===== src/rtl/draw_scheduler_if.sv =====
// draw_scheduler_if: command-stack, loader, stencil and status signals of the draw scheduler
interface draw_scheduler_if #(
    parameter int CHAR_ID_WIDTH = 6,
    parameter int VGA_X_WIDTH   = 10,
    parameter int VGA_Y_WIDTH   = 10,
    parameter int COUNT_WIDTH   = 16
);
    logic                     enable;
    logic                     stack_empty;
    logic                     pop;
    logic [CHAR_ID_WIDTH-1:0] cmd_id;
    logic [VGA_X_WIDTH-1:0]   cmd_x;
    logic [VGA_Y_WIDTH-1:0]   cmd_y;
    logic                     load;
    logic [CHAR_ID_WIDTH-1:0] load_character_id;
    logic [VGA_X_WIDTH-1:0]   load_x;
    logic [VGA_Y_WIDTH-1:0]   load_y;
    logic                     load_finish;
    logic                     draw;
    logic                     draw_finish;
    logic                     vblank;
    logic                     clear_error;
    logic                     busy;
    logic                     error;
    logic [COUNT_WIDTH-1:0]   job_count;

    modport master (
        input  enable, stack_empty, cmd_id, cmd_x, cmd_y, load_finish, draw_finish, vblank, clear_error,
        output pop, load, load_character_id, load_x, load_y, draw, busy, error, job_count
    );

    modport slave (
        output enable, stack_empty, cmd_id, cmd_x, cmd_y, load_finish, draw_finish, vblank, clear_error,
        input  pop, load, load_character_id, load_x, load_y, draw, busy, error, job_count
    );
endinterface


===== src/rtl/draw_scheduler.sv =====
// draw_scheduler: pops one glyph command, runs loader then stencil draw, optionally gated to vblank
module draw_scheduler #(
    parameter int CHAR_ID_WIDTH = 6,
    parameter int VGA_X_WIDTH   = 10,
    parameter int VGA_Y_WIDTH   = 10,
    parameter int VBLANK_ONLY   = 1,
    parameter int TIMEOUT       = 4096,
    parameter int COUNT_WIDTH   = 16
) (
    input logic              clock,
    input logic              reset,
    draw_scheduler_if.master bus
);
    localparam int TW = $clog2(TIMEOUT);

    typedef enum logic [2:0] {IDLE, POP, FETCH, LOAD, WAIT_LOAD, WAIT_SLOT, DRAW, WAIT_DRAW} state_t;

    state_t                   state_q, state_d;
    logic [TW-1:0]            timer_q, timer_d;
    logic [CHAR_ID_WIDTH-1:0] id_q, id_d;
    logic [VGA_X_WIDTH-1:0]   x_q, x_d;
    logic [VGA_Y_WIDTH-1:0]   y_q, y_d;
    logic [COUNT_WIDTH-1:0]   count_q, count_d;
    logic                     pop_q, load_q, draw_q, busy_q, error_q;
    logic                     timeout;
    logic                     expired;

    assign expired = (timer_q == TW'(TIMEOUT - 1));

    // next-state, job latching, watchdog timer and completion counting
    always_comb begin
        state_d = state_q;
        timer_d = timer_q;
        id_d    = id_q;
        x_d     = x_q;
        y_d     = y_q;
        count_d = count_q;
        timeout = 1'b0;
        case (state_q)
            IDLE:      state_d = (bus.enable && !bus.stack_empty) ? POP : IDLE;
            POP:       state_d = FETCH;
            FETCH: begin
                id_d    = bus.cmd_id;
                x_d     = bus.cmd_x;
                y_d     = bus.cmd_y;
                state_d = LOAD;
            end
            LOAD: begin
                timer_d = '0;
                state_d = WAIT_LOAD;
            end
            WAIT_LOAD: begin
                timeout = !bus.load_finish && expired;
                timer_d = timer_q + 1'b1;
                state_d = bus.load_finish ? WAIT_SLOT : expired ? IDLE : WAIT_LOAD;
            end
            WAIT_SLOT: state_d = (VBLANK_ONLY == 0 || bus.vblank) ? DRAW : WAIT_SLOT;
            DRAW: begin
                timer_d = '0;
                state_d = WAIT_DRAW;
            end
            WAIT_DRAW: begin
                timeout = !bus.draw_finish && expired;
                timer_d = timer_q + 1'b1;
                count_d = bus.draw_finish ? count_q + 1'b1 : count_q;
                state_d = (bus.draw_finish || expired) ? IDLE : WAIT_DRAW;
            end
            default:   state_d = IDLE;
        endcase
    end

    // state, job registers and registered strobes/status derived from the next state
    always_ff @(posedge clock or negedge reset) begin
        if (!reset) begin
            state_q <= IDLE;
            timer_q <= '0;
            id_q    <= '0;
            x_q     <= '0;
            y_q     <= '0;
            count_q <= '0;
            pop_q   <= 1'b0;
            load_q  <= 1'b0;
            draw_q  <= 1'b0;
            busy_q  <= 1'b0;
            error_q <= 1'b0;
        end else begin
            state_q <= state_d;
            timer_q <= timer_d;
            id_q    <= id_d;
            x_q     <= x_d;
            y_q     <= y_d;
            count_q <= count_d;
            pop_q   <= (state_d == POP);
            load_q  <= (state_d == LOAD);
            draw_q  <= (state_d == DRAW);
            busy_q  <= (state_d != IDLE);
            error_q <= timeout || (error_q && !bus.clear_error);
        end
    end

    assign bus.pop               = pop_q;
    assign bus.load              = load_q;
    assign bus.draw              = draw_q;
    assign bus.busy              = busy_q;
    assign bus.error             = error_q;
    assign bus.job_count         = count_q;
    assign bus.load_character_id = id_q;
    assign bus.load_x            = x_q;
    assign bus.load_y            = y_q;
endmodule


===== src/flat_wrapper.sv =====
// flat-port wrapper written by rule: the top's interface ports become plain ports
module draw_scheduler_flat 
#(
    parameter int CHAR_ID_WIDTH = 6,
    parameter int VGA_X_WIDTH   = 10,
    parameter int VGA_Y_WIDTH   = 10,
    parameter int VBLANK_ONLY   = 1,
    parameter int TIMEOUT       = 4096,
    parameter int COUNT_WIDTH   = 16
)
  (clock, reset, bus_enable, bus_stack_empty, bus_cmd_id, bus_cmd_x, bus_cmd_y, bus_load_finish, bus_draw_finish, bus_vblank, bus_clear_error, bus_pop, bus_load, bus_load_character_id, bus_load_x, bus_load_y, bus_draw, bus_busy, bus_error, bus_job_count);
  draw_scheduler_if #(.CHAR_ID_WIDTH(CHAR_ID_WIDTH), .VGA_X_WIDTH(VGA_X_WIDTH), .VGA_Y_WIDTH(VGA_Y_WIDTH), .COUNT_WIDTH(COUNT_WIDTH)) bus_i ();
  input logic clock;
  input logic reset;
  input wire logic [$bits(bus_i.enable)-1:0] bus_enable;
  input wire logic [$bits(bus_i.stack_empty)-1:0] bus_stack_empty;
  input wire logic [$bits(bus_i.cmd_id)-1:0] bus_cmd_id;
  input wire logic [$bits(bus_i.cmd_x)-1:0] bus_cmd_x;
  input wire logic [$bits(bus_i.cmd_y)-1:0] bus_cmd_y;
  input wire logic [$bits(bus_i.load_finish)-1:0] bus_load_finish;
  input wire logic [$bits(bus_i.draw_finish)-1:0] bus_draw_finish;
  input wire logic [$bits(bus_i.vblank)-1:0] bus_vblank;
  input wire logic [$bits(bus_i.clear_error)-1:0] bus_clear_error;
  output wire logic [$bits(bus_i.pop)-1:0] bus_pop;
  output wire logic [$bits(bus_i.load)-1:0] bus_load;
  output wire logic [$bits(bus_i.load_character_id)-1:0] bus_load_character_id;
  output wire logic [$bits(bus_i.load_x)-1:0] bus_load_x;
  output wire logic [$bits(bus_i.load_y)-1:0] bus_load_y;
  output wire logic [$bits(bus_i.draw)-1:0] bus_draw;
  output wire logic [$bits(bus_i.busy)-1:0] bus_busy;
  output wire logic [$bits(bus_i.error)-1:0] bus_error;
  output wire logic [$bits(bus_i.job_count)-1:0] bus_job_count;
  assign bus_i.enable = bus_enable;
  assign bus_i.stack_empty = bus_stack_empty;
  assign bus_i.cmd_id = bus_cmd_id;
  assign bus_i.cmd_x = bus_cmd_x;
  assign bus_i.cmd_y = bus_cmd_y;
  assign bus_i.load_finish = bus_load_finish;
  assign bus_i.draw_finish = bus_draw_finish;
  assign bus_i.vblank = bus_vblank;
  assign bus_i.clear_error = bus_clear_error;
  assign bus_pop = bus_i.pop;
  assign bus_load = bus_i.load;
  assign bus_load_character_id = bus_i.load_character_id;
  assign bus_load_x = bus_i.load_x;
  assign bus_load_y = bus_i.load_y;
  assign bus_draw = bus_i.draw;
  assign bus_busy = bus_i.busy;
  assign bus_error = bus_i.error;
  assign bus_job_count = bus_i.job_count;
  draw_scheduler #(.CHAR_ID_WIDTH(CHAR_ID_WIDTH), .VGA_X_WIDTH(VGA_X_WIDTH), .VGA_Y_WIDTH(VGA_Y_WIDTH), .VBLANK_ONLY(VBLANK_ONLY), .TIMEOUT(TIMEOUT), .COUNT_WIDTH(COUNT_WIDTH)) u_core (.clock(clock), .reset(reset), .bus(bus_i));
endmodule

===== config.mk =====
export PLATFORM = sky130hd
export DESIGN_NAME = draw_scheduler_flat
export DESIGN_NICKNAME = d
export VERILOG_FILES = /design/src/rtl/draw_scheduler_if.sv /design/src/rtl/draw_scheduler.sv /design/src/flat_wrapper.sv
export SDC_FILE = /design/constraint.sdc
export NUM_CORES = 1
export LEC_CHECK = 0
export ABC_AREA = 1
export CORE_AREA = 2 2 81 83
export CTS_BUF_LIST = sky130_fd_sc_hd__clkbuf_4 sky130_fd_sc_hd__clkbuf_8
export DETAILED_ROUTE_END_ITERATION = 8
export DIE_AREA = 0 0 83 85
export PLACE_DENSITY = 0.79
export SETUP_SLACK_MARGIN = 0.2
export SYNTH_ARGS = -nofsm -noshare
export SYNTH_HDL_FRONTEND = slang
export SYNTH_SLANG_ARGS = --single-unit
export TNS_END_PERCENT = 5

===== constraint.sdc =====
create_clock -name clock -period 2 [get_ports clock]
set_input_delay 0.2 -clock clock [delete_from_list [all_inputs] [get_ports clock]]
set_output_delay 0.2 -clock clock [all_outputs]
set_load 0.005 [all_outputs]

==> results of run 1 <==
## cell usage in the layout (no fill, tap or decap)
cell	instances
nand2_2	2
buf_2	1
bufinv_16	1
xnor2_1	5
o21ai_0	15
dlygate4sd3_1	1
inv_1	37
o22ai_1	2
nand2_1	147
nor3_1	9
o211ai_1	1
a21oi_1	5
nor2_4	1
inv_2	3
dfrtp_2	1
clkbuf_8	9
ha_1	2
clkinvlp_4	1
clkdlybuf4s50_1	79
o21ai_2	1
o21a_1	1
buf_12	1
buf_4	2
nor2_2	3
nor2_1	26
xor2_1	12
dfrtp_1	61
nand3b_1	1
clkinv_2	2
nor4_1	1
clkbuf_4	3
nand4_1	7
a22o_1	1
nand3_1	16
nor2_8	1
nand2_4	1
## cell type report
| cell class | instances | share of cell area, % |
|---|---|---|
| clock buffers | 12 | 3.61 |
| clock inverters | 4 | 1.17 |
| inverters | 40 | 3.70 |
| multi-input cells | 260 | 30.2 |
| flip-flops and latches | 62 | 38.3 |
| well taps | 77 | 2.37 |
| repair buffers | 84 | 20.7 |
## registers in the layout (all words and copies together), names as in the netlist
signal and flops:
u_core.bus.pop 1, u_core.bus.busy 1, u_core.bus.load 1, u_core.bus.job_count 16, u_core.state_q 3, u_core.bus.draw 1
u_core.bus.load_y 10, u_core.bus.error 1, u_core.timer_q 12, u_core.bus.load_x 10, u_core.bus.load_character_id 6
## what timing repair did
action                     CTS  global route
setup endpoints to repair    0             2
gates resized for setup      0             1
hold buffers                 1             0
hold endpoints to repair    22             0
## where the power goes
part,switching (mW),internal [mW],leakage (nW)
combinational,0.986,1.03,1.05
clock,0.471,0.613,0.101
sequential,0.316,1.68,0.796
total,1.77,3.32,1.95
## per-layer routing
layer | GRT usage [%] | part of all wire, %
met1 | 22.8 | 44
met2 | 33.7 | 50
met3 | 4.77 | 4.4
met4 | 8.49 | 1.8
met5 | 0 | 0
## kinds of logic (layout without fill, tap and decap cells)
group | count (synthesis) | after routing | synth area share (%)
adders and majority gates | 2 | 2 | 0.842
buffers and inverters | 47 | 140 | 6.61
AOI/OAI and AO/OA | 26 | 26 | 4.88
DFF | 62 | 62 | 52.2
xor gates and xnor gates | 17 | 17 | 5.01
and+or+nand+nor | 215 | 215 | 30.5
## critical path, cell delays in order (launching register included)
cell	delay, ns
dfrtp_1	0.41
ha_1	0.19
inv_1	0.05
nor2_1	0.25
nand3_1	0.17
nand3_1	0.11
nand2_1	0.07
nor2_1	0.13
nand3_1	0.09
## worst max path at each step
stage                                                endpoint                           from  slack (ns)
final                               u_core.bus.busy$_DFF_PN0_  u_core.timer_q[0]$_DFFE_PN0P_        0.40
after global routing                u_core.bus.busy$_DFF_PN0_  u_core.timer_q[0]$_DFFE_PN0P_        0.18
after CTS                 u_core.bus.job_count[6]$_DFFE_PN0P_    u_core.state_q[2]$_DFF_PN0_        0.34
after detailed placement  u_core.bus.job_count[6]$_DFFE_PN0P_    u_core.state_q[2]$_DFF_PN0_        0.36
after global placement    u_core.bus.job_count[6]$_DFFE_PN0P_    u_core.state_q[2]$_DFF_PN0_        0.45
after floorplan                     u_core.bus.busy$_DFF_PN0_  u_core.timer_q[0]$_DFFE_PN0P_        0.59
==> summary.md, run 1 <==
| Metric | Value |
|---|---|
| Status | `finished clean` |
| R2r endpoint | `u_core.bus.busy$_DFF_PN0_` |
| Die Ht | `85 um` |
| Most common cell in the synthesized netlist | `nand2_1` |
| Clk buf depth | `2` |
| Avg Inst Size Synth | `8.06 um2` |
| Total GRT Usage | `19.3%` |
| Post-synth top area cell | `dfrtp_1` |
| First drt pass iteration count | `4` |
| CP Capture Type | `flop` |
| Area of the multi-input gates | `1220 um2` |
| Finished Layout Cells | `539` |
| Yosys warning count | `0` |
| Die Width | `83 um` |
| FILL cells | `490` |
| PortBufs | `80` |
| Async set-reset flop share out of synthesis | `100%` |
| Vias in the first global route | `roughly 2,600` |
| Vias per cell | `4.92` |
| Maximum number of pins on one net before global-route repair | `41` |
| Post-route cell area | `4060 um2` |
| Total gr overflow | `0` |
| Setup TNS | `0 ns` |
| Min-Delay Path Class | `input port to async pin` |
| Final Core Density | `approximately two thirds` |
| VDD IR-drop max | `0.763 mV` |
| Worst-case reg-to-reg path depth | `8` |
| Final Cycle Share | `between 80 and 90%` |
| Diodes inserted | `0` |
| Max Fanout on Critical Path | `5` |
| Routed wire per std cell | `11.8 um` |
| Top Ports | `81` |
| Die area | `between 7000 and 8000 um2` |
| Initial antenna violation count | `0` |
| Layout cells sized above 1 | `7.14%` |
| CP Class | `flop to flop` |
| RSZ-0062 raised after global routing | `yes` |
| Clock tree sinks | `62` |
| CTS HTree Levels | `3` |
| Via count | `2,653` |
| Max Slew Vio Count | `0` |
| Slew HR | `65.2%` |
| Worst r2r src | `u_core.timer_q[0]$_DFFE_PN0P_` |
| DRC | `0` |
| DRT iter0 DRCs | `130` |
| Syn Nets | `405` |
| Worst Path Arrival | `1.82 ns` |
| Final hold viol count | `0` |
| Routed Antenna Nets | `0` |
| Final WL | `6380 um` |
| R2r setup slk | `0.40 ns` |
| Global placement routability congestion | `slightly below 0.9` |
| Sequential cell area | `1550 um2` |
| FF+latch count, synth | `62` |
| Worst-Skew Late Latency | `0.34 ns` |
| Post-Synthesis Cell Area | `2970 um2` |
| Clk slew on worst S/H paths | `0.07 ns` |
| Core footprint | `6200 um2` |
| DP HPWL | `4780 um` |
| Fin crit period | `1.60 ns` |
| DP Area | `3850 um2` |
| Area contributors post-synth | `dfrtp_1 52%, nand2_1 19%, inv_1 4.7%, xor2_1 3.5%, nor2_1 3.3%` |
| CP required | `2.22 ns` |
| Hold WS | `between 0.3 and 0.4 ns` |
| Synth Instances | `369` |
| Pre-CTS WS | `0.362 ns` |
| Share of the synthesized area in the top cell type | `52.2%` |
| Maxcap violations | `0` |
| Setup Buffers After CTS | `0` |
| Register area share after synthesis | `a little over half` |
| Slew @ Worst Pin | `around 0.52 ns` |
| Number of core rows | `29` |
| CTS buffer count | `9` |
| Worst Skew | `0.00636 ns` |
| Post-synth top flop | `dfrtp_1` |
| First-pass GRT wire length | `around 11,000 um` |
| CTS tree | `yes` |
| Placed cells | `roughly 520` |
| Setup violations, final | `0` |
| Synth top cells by count | `147 x nand2_1, 62 x dfrtp_1, 37 x inv_1` |
| Area Growth Syn to Fin | `36.5%` |
| CP startpoint kind | `flop` |
| Clk root buf | `clkbuf_8` |
| PwrDens | `1250 nW/um2` |
| Starting density of the core | `47.9%` |
| Yosys cell types | `28` |
| Final setup margin | `0.400 ns` |
| PnR Total Power | `about 5.1 mW` |
| Fmax | `625 MHz` |
| Post-synth EDFFs | `0` |
| LEAKAGE | `around 2 nW` |
| Final Net Count | `493` |
(Power assumes the default switching activity.)
==> run 2, diff against run 1 <==
==> constraint.sdc (replaced) <==
create_clock -name clock -period 1.6 [get_ports clock]
set_input_delay 0.16 -clock clock [delete_from_list [all_inputs] [get_ports clock]]
set_output_delay 0.16 -clock clock [all_outputs]
set_load 0.005 [all_outputs]
==> run 2 against run 1 <==
Compared with the run above: via count up 2.5%; die area stayed put; non-clock buffer count is 12 higher; register-to-register slack got worse by 0.23 ns; flip-flop and latch count stayed put; first-iteration DRC count is 50% higher; clock skew is 0.0051 ns higher; critical endpoint is now bus_job_count[0].
==> summary.md, run 2 (synthesis results as in run 1) <==
| Metric | Value |
|---|---|
| Area Growth Syn to Fin | `42.0%` |
| Number of core rows | `29` |
| LEAKAGE | `2.01 nW` |
| Worst Path Arrival | `between 1 and 1.5 ns` |
| Hold WS | `around 0.35 ns` |
| DRT iter0 DRCs | `195` |
| Initial antenna violation count | `0` |
| Final Core Density | `approximately 68%` |
| Fmax | `~690 MHz` |
| DP Area | `3880 um2` |
| R2r setup slk | `~0.17 ns` |
| Die Width | `just over 80 um` |
| Slew HR | `71.5%` |
| Global placement routability congestion | `0.849` |
| DRC | `0` |
| Final setup margin | `0.147 ns` |
| Area of the multi-input gates | `around 1300 um2` |
| Status | `finished clean` |
| Setup TNS | `0 ns` |
| Maximum number of pins on one net before global-route repair | `63` |
| FILL cells | `462` |
| Clk slew on worst S/H paths | `0.08 ns` |
| Leading cell type in the layout, fill and taps excluded | `nand2_1` |
| Max reg flops | `16` |
| Sequential cell area | `1560 um2` |
| Worst r2r src | `u_core.state_q[0]$_DFF_PN0_` |
| Top Ports | `81` |
| PwrDens | `1590 nW/um2` |
| Crit path max-delay family | `buffers and inverters` |
| Via count | `2,718` |
| Critical Path Slowest Stage Cell | `clkdlybuf4s50_1` |
| Max Fanout on Critical Path | `6` |
| Pre-CTS WS | `0.133 ns` |
| Min-Delay Path Class | `input port to flop` |
| VDD IR-drop max | `1.14 mV` |
| Worst path bufs/invs | `1` |
| First drt pass iteration count | `5` |
| Diodes inserted | `0` |
| Routed Antenna Nets | `0` |
| First-pass GRT wire length | `12,200 um` |
| CP required | `1.44 ns` |
| Clock tree sinks | `62` |
| CP Launch Point | `u_core.bus.job_count[0]$_DFFE_PN0P_` |
| Die area | `7060 um2` |
| Slew @ Worst Pin | `0.427 ns` |
| Min-Delay Endpoint | `u_core.bus.load_character_id[5]$_DFFE_PN0P_` |
| Hold Path Origin | `bus_cmd_id[5]` |
| Max Slew Vio Count | `0` |
| Core footprint | `6200 um2` |
| CP Cell Sequence | `clkdlybuf4s50_1` |
| Slowest cell delay on critical path | `0.53 ns` |
| CTS tree | `yes` |
| Post-route cell area | `4220 um2` |
| Vias per cell | `4.93` |
| Die Ht | `85 um` |
| Worst-Skew Late Latency | `0.34 ns` |
| Clk buf depth | `2` |
| CP Capture Type | `output pin` |
| Clk root buf | `clkbuf_8` |
| Final WL | `about 7300 um` |
| Routed wire per std cell | `13.2 um` |
| Starting density of the core | `47.9%` |
| Vias in the first global route | `2,667` |
| Fin crit period | `1.45 ns` |
| PortBufs | `80` |
| WHS Path Cells | `3` |
| Maxcap violations | `0` |
| Final hold viol count | `0` |
| Final Net Count | `505` |
| Most frequent cells in the layout | `144 x nand2_1, 79 x clkdlybuf4s50_1, 58 x dfrtp_1` |
| Total gr overflow | `0` |
| CP Class | `flop to output pin` |
| Worst Skew | `0.0114 ns` |
| Total GRT Usage | `a little over a fifth` |
| DP HPWL | `a little under 5000 um` |
| R2r endpoint | `u_core.bus.job_count[6]$_DFFE_PN0P_` |
| RSZ-0062 raised after global routing | `yes` |
| CTS HTree Levels | `3` |
| Worst-case reg-to-reg path depth | `7` |
| CTS buffer count | `9` |
| Final Cycle Share | `90.8%` |
| Setup violations, final | `0` |
| CP startpoint kind | `flop` |
| Layout cells sized above 1 | `13.5%` |
[run 2: final cells by class]
cell class	instances	share of cell area [%]
sequential	62	36.9
multi-input combinational	260	30.4
clock inverter	5	1.39
clock buffer	11	3.44
tap	77	2.28
inverter	40	3.56
timing repair buffer	96	22.1
[run 2: repair_timing]
action	CTS	global route
hold buffers	1	0
gates resized for setup	4	17
endpoints found under the hold margin	62	0
buffers inserted	3	6
pin swaps	0	6
endpoints found under the setup margin	28	74
[run 2: worst max-delay path by stage]
stage | endpoint | slack [ns] | depth (start not counted)
2_1_floorplan | u_core.bus.busy$_DFF_PN0_ | 0.25 | 8
3_3_place_gp | u_core.bus.job_count[6]$_DFFE_PN0P_ | 0.19 | 7
3_5_place_dp | u_core.bus.job_count[6]$_DFFE_PN0P_ | 0.13 | 7
4_1_cts | u_core.bus.busy$_DFF_PN0_ | 0.14 | 8
5_1_grt | u_core.bus.busy$_DFF_PN0_ | 0.10 | 8
6_report | bus_job_count[0] | 0.15 | 1
[run 2: through the flow]
| step | instances | total power, mW |
|---|---|---|
| 4_1_cts | 545 | 6.60 |
| 2_1_floorplan | 369 | 3.73 |
| 6_report | 551 | 6.70 |
| 5_1_grt | 551 | 7.15 |
| 3_3_place_gp | 525 | 5.00 |
| 3_5_place_dp | 525 | 5.12 |
[run 2: layer usage]
| metal | part of all wire [%] | global-route usage, % | wire (um) |
|---|---|---|---|
| met5 | 0 | 0 | 0 |
| met3 | 4.4 | 4.57 | 318 |
| met4 | 2.4 | 8.94 | 173 |
| met1 | 42 | 25.9 | 3030 |
| met2 | 51 | 36.8 | 3730 |
[run 2: report_power, final]
part           total, mW  leakage, nW  switching, mW  internal (mW)
clock               1.42       0.0990          0.642          0.779
sequential          2.48        0.792          0.378           2.10
combinational       2.80         1.12           1.41           1.39
